$ cat config.mk
export PLATFORM = sky130hd
export DESIGN_NAME = shifter_pipe
export DESIGN_NICKNAME = d
export VERILOG_FILES = /design/src/rtl/shifter_pipe.sv
export SDC_FILE = /design/constraint.sdc
export NUM_CORES = 1
export LEC_CHECK = 0
export ABC_CLOCK_PERIOD_IN_PS = 6200
export BUFFER_PORTS_ARGS = -buffer_cell sky130_fd_sc_hd__buf_2
export CORE_UTILIZATION = 30
export CTS_CLUSTER_DIAMETER = 120
export DETAILED_ROUTE_END_ITERATION = 6
export PLACE_DENSITY_LB_ADDON = 0.05
export SLEW_MARGIN = 5
export SYNTH_ARGS = -nofsm -noshare
export SYNTH_HDL_FRONTEND = slang
export SYNTH_SLANG_ARGS = --single-unit
$ cat constraint.sdc
create_clock -name clock -period 6.2 [get_ports clock]
set_input_delay 0.31 -clock clock [delete_from_list [all_inputs] [get_ports clock]]
set_output_delay 0.31 -clock clock [all_outputs]
set_load 0.005 [all_outputs]
$ cat src/rtl/shifter_pipe.sv
// shifter_pipe: pipelined logarithmic shifter with valid/ready flow control.
//
// One stage per shift-amount bit. Stage k shifts by 2^k when bit k of the
// request's shift amount is set, otherwise it passes the data through.
// Each stage register holds valid, data, op and the shift amount. The
// last stage register drives the output interface directly.
//
// Ports
//   clock      in   single clock, all state on the rising edge
//   resetn     in   asynchronous active-low reset
//   in_valid   in   request present
//   in_ready   out  request accepted on in_valid && in_ready
//   in_data    in   operand, WIDTH bits
//   in_shamt   in   shift amount, SHW bits
//   in_op      in   00 SLL, 01 SRL, 10 SRA, 11 ROR
//   out_valid  out  result present
//   out_ready  in   result consumed on out_valid && out_ready
//   out_data   out  shifted result
//   out_zero   out  out_data == 0
//   occupancy  out  number of valid stage registers, 0..SHW
module shifter_pipe #(
  parameter  int WIDTH = 32,
  localparam int SHW   = $clog2(WIDTH)
) (
  input  logic             clock,
  input  logic             resetn,
  input  logic             in_valid,
  output logic             in_ready,
  input  logic [WIDTH-1:0] in_data,
  input  logic [SHW-1:0]   in_shamt,
  input  logic [1:0]       in_op,
  output logic             out_valid,
  input  logic             out_ready,
  output logic [WIDTH-1:0] out_data,
  output logic             out_zero,
  output logic [SHW:0]     occupancy
);

  localparam logic [1:0] OP_SLL = 2'b00;
  localparam logic [1:0] OP_SRL = 2'b01;
  localparam logic [1:0] OP_SRA = 2'b10;
  localparam logic [1:0] OP_ROR = 2'b11;

  // Stage registers
  logic [SHW-1:0]   valid_q, valid_d;
  logic [WIDTH-1:0] data_q  [SHW];
  logic [WIDTH-1:0] data_d  [SHW];
  logic [1:0]       op_q    [SHW];
  logic [1:0]       op_d    [SHW];
  logic [SHW-1:0]   shamt_q [SHW];
  logic [SHW-1:0]   shamt_d [SHW];
  logic [SHW:0]     occ_q, occ_d;

  // adv[k]: stage k loads new contents (from upstream) at the next edge.
  logic [SHW-1:0]   adv;

  logic             accept;
  logic             drain;

  // Fixed-distance shift; amt is always a constant power of two per stage,
  // so each call unrolls to plain wiring plus a 4-way mux.
  function automatic logic [WIDTH-1:0] shift_step(
    input logic [WIDTH-1:0] d,
    input logic [1:0]       op,
    input int unsigned      amt
  );
    logic signed [WIDTH-1:0] s;
    logic [WIDTH-1:0]        r;
    s = $signed(d);
    r = d;
    unique case (op)
      OP_SLL: r = d << amt;
      OP_SRL: r = d >> amt;
      OP_SRA: r = $unsigned(s >>> amt);
      OP_ROR: r = (d >> amt) | (d << (WIDTH - amt));
      default: r = d;
    endcase
    return r;
  endfunction

  // Ready chain, computed from the output back to the input. A stage may
  // take new contents when it is empty or its contents move downstream.
  always_comb begin
    logic nxt;
    adv = '0;
    nxt = !valid_q[SHW-1] || out_ready;
    adv[SHW-1] = nxt;
    for (int k = SHW - 2; k >= 0; k--) begin
      nxt = !valid_q[k] || nxt;
      adv[k] = nxt;
    end
  end

  assign accept = in_valid && adv[0];
  assign drain  = valid_q[SHW-1] && out_ready;

  always_comb begin
    valid_d = valid_q;
    for (int k = 0; k < SHW; k++) begin
      data_d[k]  = data_q[k];
      op_d[k]    = op_q[k];
      shamt_d[k] = shamt_q[k];
    end

    if (adv[0]) begin
      valid_d[0] = in_valid;
      data_d[0]  = in_shamt[0] ? shift_step(in_data, in_op, 1) : in_data;
      op_d[0]    = in_op;
      shamt_d[0] = in_shamt;
    end

    for (int k = 1; k < SHW; k++) begin
      if (adv[k]) begin
        valid_d[k] = valid_q[k-1];
        data_d[k]  = shamt_q[k-1][k]
                     ? shift_step(data_q[k-1], op_q[k-1], 1 << k)
                     : data_q[k-1];
        op_d[k]    = op_q[k-1];
        shamt_d[k] = shamt_q[k-1];
      end
    end

    // Accept and drain in the same cycle cancel out.
    occ_d = occ_q + (SHW+1)'(accept) - (SHW+1)'(drain);
  end

  always_ff @(posedge clock or negedge resetn) begin
    if (!resetn) begin
      valid_q <= '0;
      occ_q   <= '0;
      for (int k = 0; k < SHW; k++) begin
        data_q[k]  <= '0;
        op_q[k]    <= '0;
        shamt_q[k] <= '0;
      end
    end else begin
      valid_q <= valid_d;
      occ_q   <= occ_d;
      for (int k = 0; k < SHW; k++) begin
        data_q[k]  <= data_d[k];
        op_q[k]    <= op_d[k];
        shamt_q[k] <= shamt_d[k];
      end
    end
  end

  assign in_ready  = adv[0];
  assign out_valid = valid_q[SHW-1];
  assign out_data  = data_q[SHW-1];
  assign out_zero  = (data_q[SHW-1] == '0);
  assign occupancy = occ_q;

endmodule
-- Word-level counts from Yosys, hierarchy flattened
Index checks and enable logic that the tools add are counted.
- logic and storage cells: 69
- bits of input ports: 43
- output and inout port bits: 41
- bits in registers: 199
- multiplexer cells: 10
- $add $sub $neg: 2
- reduce and logical (&&, ||, !) cells: 18
- equal/unequal tests: 15
- bitwise logic cells: 5
- operator list (operator ; count):
    32-bit one-hot mux with 4 select lines ; 5
    32-bit two-way mux ; 5
    32-bit logical NOT ; 1
    16-bit by 32-bit bitwise OR with 32-bit output ; 1
    24-bit by 32-bit bitwise OR with 32-bit output ; 1
    28-bit by 32-bit bitwise OR with 32-bit output ; 1
    30-bit by 32-bit bitwise OR with 32-bit output ; 1
    31-bit by 32-bit bitwise OR with 32-bit output ; 1
    2-bit == test (second input constant) ; 10
    2-bit by 1-bit == test with 1-bit output (second input constant) ; 5
    2-bit logical NOT ; 5
    6-bit by 1-bit adder with 6-bit output ; 1
    6-bit by 1-bit subtractor with 6-bit output ; 1
    1-bit logical NOT ; 5
    1-bit logical OR ; 5
    1-bit logical AND ; 2

-- Depth between registers and ports, before layout
Gate-level depths: netlist (run 1).
- depth after elaboration: 9
- mapped depth: 14
- mapped depth without buffers: 12

-- Worst setup path before layout (run 1)
OpenSTA, ideal clock, no wires.
- path type: register to register
- from: register valid_q[4]
- to: register occ_q[4], in the netlist occupancy[4]
- arrival time: 2.362 ns
- setup time: 0.123 ns
- slack: 3.716 ns
- path buffers: 2
- stages on the path, launching flop included: 15
- clock period less this slack: 2.484 ns
- data required time: 6.077 ns
- path through: dfrtp_1 and4b_1 buf_4 nand3_4 buf_6 nand2_1 ha_1 inv_1 ha_1 inv_1 fa_1 inv_1 a21o_1 a21oi_1 xnor2_1
- longest elaborated chain between the ends: 9
- elaborated cells on any way between the ends: 10
- those cells by class: add/sub (2); reduce/logical (8)
- ends and longest elaborated chain (element ; RTL line ; text):
    from (decl) ; 45 ; logic [SHW-1:0] valid_q, valid_d;
    from (signal assigned) ; 137 ; valid_q <= valid_d;
    1-bit logical NOT ; 86 ; nxt = !valid_q[SHW-1] || out_ready;
    1-bit logical OR ; 86 ;
    1-bit logical OR (4 in a row) ; 89 ; nxt = !valid_q[k] || nxt;
    via in_ready ; 28 ; output logic in_ready,
    1-bit logical AND ; 94 ; assign accept = in_valid && adv[0];
    6-bit by 1-bit adder with 6-bit output ; 124 ; occ_d = occ_q + (SHW+1)'(accept) - (SHW+1)'(drain);
    6-bit by 1-bit subtractor with 6-bit output ; 124 ;
    via occ_d[4] ; 52 ; logic [SHW:0] occ_q, occ_d;
    to (signal assigned) ; 130 ; occ_q <= '0;
    to (signal assigned) ; 138 ; occ_q <= occ_d;
    to (decl) ; 52 ;
The timed path passes the listed nets, and every way through them passes these cells.
A chain may end at the register's enable or synchronous reset.

-- Worst setup path after layout (run 1)
- from: register valid_q[4]
- to: register occ_q[4], in the netlist occupancy[4]
- longest elaborated chain between the ends: 9
- elaborated cells on any way between the ends: 10
- those cells by class: add/sub (2); reduce/logical (8)
- ends and longest elaborated chain (element ; RTL line):
    1-bit logical NOT ; 86
    1-bit logical OR ; 86
    1-bit logical OR (4 in a row) ; 89
    1-bit logical AND ; 94
    6-bit by 1-bit adder with 6-bit output ; 124
    6-bit by 1-bit subtractor with 6-bit output * ; 124
    via occ_d[4] ; 52
Mark *: on every way through the listed nets, which the timed path passes. The rest lies on a longest branch.

==> reports/summary.txt, run 1 <==
Primary FF master, synth: dfrtp_1
# hold bufs at CTS: 0
WS Path Type: reg -> reg
Startpoint Class: register
Critical path's largest stage delay: 0.65 ns
Vias in the first global route: 8016
Overall power: 4.58 mW
Slew @ Worst Pin: 1.32 ns
Routed wire per std cell: 17.6 µm
Hold WS: -0.0536 ns
Post-CTS sizing: 0
Number of antenna repair diodes: 0
Fin nets: 1256
Peak VDD IR: 195 µV
Die X: 188 µm
CP Buf/Inv Count: 4
Netlist Area Pre-Place: 10400 µm²
Row Count: 67
Yosys cell types: 45
Via Count: 8111
Post-CTS Setup Inserts: 0
Status: complete, but fails checks
Asr flop ratio synth: 1.00
Post-DP HPWL: 20600 µm
Post-synth EDFFs: 0
CTS tree: done
Starting Density: 0.308
CP most frequent cell: inv_1
Core area: 33900 µm²
Slew HR: 0.113
Mapped Cells: 1215
Max H-tree Level: 4
Highest-delay cell along the critical path: nand3_4
Max Clk Rate: 0.293 GHz
Die Y: 188 µm
Syn_nets: 1265
Syn Area/Cell: 8.58 µm²
Post-synth top area cell: dfrtp_1
CP required: 6.53 ns
Clock transition at path regs: 0.07 ns
Drt drc: 0
Drt pass-1 iters: 4
1st-iter DRT viols: 373
Area delta synth->final: 9.29%
Die ar.: 35500 µm²
WP data arrival: 3.75 ns
Crit path capture type: register
PD cells: 402 nW/µm²
Register area share after synthesis: 0.454
Critical path fanouts, max: 44
Final wirelength: 29300 µm
Setup TNS: 0 ns
Leakage: 5.09 nW
Fraction of layout cells with a size suffix above 1: 0.140
Final min period: 3.42 ns
GPL Wtd Cong: 0.774
Slew Limit Fails: 0
Synthesis warning total: 0
First-pass GRT wire length: 48100 µm
CTS Buf Count: 17
Worst-skew pair later-pin latency: 0.45 ns
HP Class: in -> async
Final setup skew: 0.0155 ns
RSZ-0062 raised after global routing: false
Failing checks: hold timing
Final period util: 0.551
Largest net degree at the start of global routing: 105
Congestion Overflow GR: 0
Delay-heaviest family, CP: simple AND/OR/NAND/NOR gates
Cells along the critical path: and4b_1 -> buf_4 -> nand3_4 -> nand2_1 -> ha_1 -> inv_1 -> ha_1 -> inv_1 -> fa_1 -> inv_1 -> a21o_1 -> a21oi_1 -> xnor2_1
Post-synth top area share: 0.454
Routed Antenna Nets: 0
Post-synth top cells: 273 x nand2_1, 189 x dfrtp_1, 175 x o21ai_0
Yosys reg bits: 189
Top post-synthesis cells by area: dfrtp_1 45%, nand2_1 9.8%, o21ai_0 8.4%
Most frequent cell after synthesis: nand2_1
Initial antenna violation count: 0
CTS root buffer: clkbuf_16
Max-cap violations: 0
Routed vias/inst: 4.87
Buffers on Ports: 83
I/O pins: 84
Final Hold Violating Endpoints: 28
Clk sinks: 189
GRT Overall Usage: 0.172
Clock Tree Buf Depth: 2
Final setup violation count: 0
## layout by cell type (no fill, tap or decap), types with 6 or more instances in the layout
cell,count
nand2_1,273
dfrtp_1,189
o21ai_0,175
buf_2,82
nor2_1,70
and3_1,67
a21oi_1,53
mux2i_1,37
o21ai_1,36
mux2_4,31
a31oi_1,17
a221oi_1,17
clkbuf_16,17
nor2b_1,15
and2_1,14
inv_1,12
buf_4,12
nand3_1,10
a211oi_1,10
nor4_1,8
o211ai_1,7
xnor2_1,6
nand2b_1,6
ha_1,6
## worst register-to-register path, cell delays in order, from the launching register on
cell and delay, ns:
dfrtp_1 0.40, and4b_1 0.20, buf_4 0.41, nand3_4 0.65, nand2_1 0.30, ha_1 0.26, inv_1 0.06, ha_1 0.17
inv_1 0.06, fa_1 0.43, inv_1 0.07, a21o_1 0.11, a21oi_1 0.07, xnor2_1 0.12
## registers in the layout (all words and copies together), names as in the netlist
signal	cells
occupancy	6
out_data	32
valid_q	5
shamt_q	10
op_q	8
data_q	128
## logic make-up after synthesis
logic type      share of synthesized area
compound gates                      0.170
xor+xnor                          0.00504
fa+ha+maj                         0.00912
buf+inv                            0.0696
flops                               0.454
mux                                0.0845
simple gates                        0.209
## area by class of cell
| class | instances | area [µm²] |
|---|---|---|
| well taps | 448 | 561 |
| repair buffers | 95 | 514 |
| inverters | 13 | 48.8 |
| clock inverters | 14 | 124 |
| clock buffers | 18 | 439 |
| multi-input cells | 890 | 4980 |
| fillers | 3636 | 22500 |
| flip-flops and latches | 189 | 4730 |
## worst paths after layout
| kind | start | to | slack, ns | cells past startpoint |
|---|---|---|---|---|
| worst min-delay path | resetn | data_q[35]$_DFFE_PN0P_ | -0.05 | 1 |
| min in group clock | in_valid | valid_q[0]$_DFFE_PN0N_ | 0.08 | 2 |
| worst max-delay path | valid_q[4]$_DFFE_PN0P_ | occupancy[4]$_DFF_PN0_ | 2.78 | 13 |
| max in group asynchronous | resetn | data_q[155]$_DFFE_PN0N_ | 5.08 | 2 |
| worst max register to register | valid_q[4]$_DFFE_PN0P_ | occupancy[4]$_DFF_PN0_ | 2.78 | 13 |
| worst min register to register | shamt_q[19]$_DFFE_PN0P_ | shamt_q[19]$_DFFE_PN0P_ | 0.48 | 2 |
## layer usage
| layer | track usage | wire [µm] | vias to the layer above |
|---|---|---|---|
| met2 | 0.283 | 14000 | 110 |
| met3 | 0.0255 | 638 | 18 |
| met5 | 0 | 0 | - |
| li1 | - | - | 4151 |
| met1 | 0.238 | 14300 | 3832 |
| met4 | 0.0388 | 345 | 0 |
## power breakdown
group	switching (mW)	leakage (nW)	total (mW)	internal [mW]
logic	0.732	2.60	1.34	0.605
clock network	0.542	0.279	1.08	0.541
registers	0.513	2.21	2.16	1.64
## per-stage QoR
step                      std cells  setup slack, ns  hold slack [ns]  utilization  instance area [µm²]
after floorplan                1215             3.72           0.0144            -                10400
after global placement         1635             2.60            0.462        0.320                10800
after detailed placement       1635             2.61            0.469        0.320                10800
after CTS                      1667             2.68           0.0131        0.336                11400
after global routing           1667             2.44           0.0431        0.336                11400
final                          1667             2.78          -0.0536        0.336                11400
No activity file was read; power rests on OpenSTA's default activity.
==> inputs of run 2 (changes only) <==
- ABC_CLOCK_PERIOD_IN_PS: 6200 -> 2800
- clock period: 6.2 -> 2.8 ns (I/O delays scaled with it)
==> run 2 against run 1 <==
Effect of this change: total power grew 130%; utilization grew 0.74 points; non-clock buffer count grew 24; sequential share of layout area shrank 0.90 points; die area is the same; register-to-register slack lost 2.3 ns; via count grew 1.1%; cell count grew 1.4%; the flow now finishes without violations; routed wire length is essentially flat; global-route usage shrank 0.12 points; clock-buffer cell count grew 2.
==> reports/summary.txt, run 2 (synthesis gave the netlist of run 1 again) <==
Worst-skew pair later-pin latency: 0.43 ns (-0.02 ns)
RSZ-0062 raised after global routing: false
Final setup skew: 0.0157 ns (+0.000113 ns)
Routed wire per std cell: 17.3 µm (-1.4%)
Die Y: 188 µm (unchanged)
Die ar.: 35500 µm² (unchanged)
I/O pins: 84 (unchanged)
Top reg by flops: data_q
Gate power share: 0.298 (+0.006)
Initial antenna violation count: 0 (unchanged)
Most frequent cells in the layout: 273 x nand2_1, 189 x dfrtp_1, 175 x o21ai_0
GRT Overall Usage: 0.171 (-0.00119)
Max-cap violations: 0 (unchanged)
CTS tree: done
WP data arrival: 2.61 ns (-1.14 ns)
Sequential power share: 0.458 (-0.013)
Routed Antenna Nets: 0 (unchanged)
Leakage: 5.22 nW (+2.4%)
Max Clk Rate: 0.437 GHz (+49%)
Max FFs per register: 128 (unchanged)
Cell internal pwr: 6.41 mW (+130%)
Final wirelength: 29300 µm (about the same)
Congestion Overflow GR: 0 (unchanged)
CTS Buf Count: 17 (unchanged)
Area delta synth->final: 11.7%
Clock share of power: 0.243 (+0.006)
Drt pass-1 iters: 4 (unchanged)
Final period util: 0.817 (+0.266)
Die X: 188 µm (unchanged)
Routed vias/inst: 4.85 (-0.25%)
Final min period: 2.29 ns (-1.13 ns)
Overall power: 10.3 mW (+130%)
Met1 Usage GRT: 0.232 (-0.00567)
Max H-tree Level: 4 (unchanged)
Reg2Reg Setup Slack: 0.51 ns (-2.27 ns)
Post-DP HPWL: 21000 µm (+1.7%)
Startpoint Class: register
CTS root buffer: clkbuf_16
First-pass GRT wire length: 47700 µm (-0.82%)
Buffers on Ports: 83 (unchanged)
Sw Share: 0.378 (-0.0124)
Clock Tree Buf Depth: 2 (unchanged)
GPL Wtd Cong: 0.803 (+3.8%)
Met3 Use GR: 0.0253 (-0.000186)
Clk sinks: 189 (unchanged)
PD cells: 886 nW/µm² (+120%)
Core area: 33900 µm² (unchanged)
GR Util met2: 0.282 (-0.00114)
Critical path fanouts, max: 6 (-86%)
Slew Limit Fails: 0 (unchanged)
Final setup violation count: 0 (unchanged)
Drt drc: 0 (unchanged)
Fin nets: 1280 (+1.9%)
Final Hold Violating Endpoints: 0 (-100%)
Row Count: 67 (unchanged)
Setup TNS: 0 ns (unchanged)
Vias in the first global route: 8146 (+1.6%)
CP required: 3.12 ns (-3.41 ns)
Slew HR: 0.213 (+0.0994)
Crit path capture type: register
Starting Density: 0.308 (unchanged)
Largest net degree at the start of global routing: 66 (-37%)
Slew @ Worst Pin: 1.17 ns (-0.148 ns)
Number of antenna repair diodes: 0 (unchanged)
Via Count: 8202 (+1.1%)
Commonest non-fill, non-tap cell in the layout: nand2_1
1st-iter DRT viols: 382 (+2.4%)
Clock transition at path regs: 0.08 ns (about the same)
HP Class: in -> reg
Net Switching: 3.90 mW (+120%)
GR peak layer: met2
Fraction of layout cells with a size suffix above 1: 0.149 (+0.00867)
WS Path Type: reg -> reg
Post-CTS sizing: 0 (unchanged)
Status: complete, no violations
Peak VDD IR: 443 µV (+130%)
## run 2: critical path, stage by stage (launching register included)
cell and delay (ns):
dfrtp_1 0.41, and4b_1 0.24, nand3_4 0.09, nand2_1 0.06, ha_1 0.28, inv_1 0.05, ha_1 0.18, inv_1 0.07
fa_1 0.43, inv_1 0.07, a21o_1 0.11, a21oi_1 0.07, xnor2_1 0.12
## run 2: layer usage
layer	up-vias	share of wire
met5	-	0
met3	23	0.024
met1	3861	0.49
met4	0	0.015
li1	4182	-
met2	136	0.47
## run 2: area by class of cell
class	count	area [µm²]
fill	3641	22200
multi-input combinational	890	4980
sequential	189	4730
timing repair buffer	119	739
tap	448	561
clock buffer	20	457
clock inverter	11	133
inverter	13	48.8
## run 2: through the flow
step	utilization	hold WS [ns]	cell area, µm²	setup slack, ns	instances
after global placement	0.324	0.185	11000	0.499	1651
after global routing	0.344	0.0666	11600	0.282	1690
after detailed placement	0.324	0.188	11000	0.522	1651
final	0.344	0.0664	11600	0.512	1690
after floorplan	-	-0.156	10400	0.316	1215
after CTS	0.344	0.0497	11600	0.480	1690
## run 2: power groups by stage
stage / Clock [mW] / Combinational (mW) / Sequential, mW
after floorplan: 0 / 2.56 / 4.27
after global placement: 0 / 3.12 / 4.79
after detailed placement: 0 / 3.13 / 4.81
after CTS: 2.60 / 3.14 / 4.75
after global routing: 2.70 / 3.58 / 4.89
final: 2.51 / 3.08 / 4.73
## run 2: path summary, 6_finish.rpt
path | depth (start not counted) | end | from
setup / recovery | 12 | occupancy[4]$_DFF_PN0_ | valid_q[4]$_DFFE_PN0P_
hold / removal | 3 | data_q[159]$_DFFE_PN0N_ | in_data[30]
setup reg to reg | 12 | occupancy[4]$_DFF_PN0_ | valid_q[4]$_DFFE_PN0P_
hold reg to reg | 2 | shamt_q[18]$_DFFE_PN0P_ | shamt_q[18]$_DFFE_PN0P_
max in group asynchronous | 3 | data_q[101]$_DFFE_PN0P_ | resetn
min in group asynchronous | 2 | occupancy[3]$_DFF_PN0_ | resetn
## run 2: what timing repair did
action	CTS	global route
buffers inserted	0	0
endpoints found under the hold margin	66	0
hold buffers	8	0
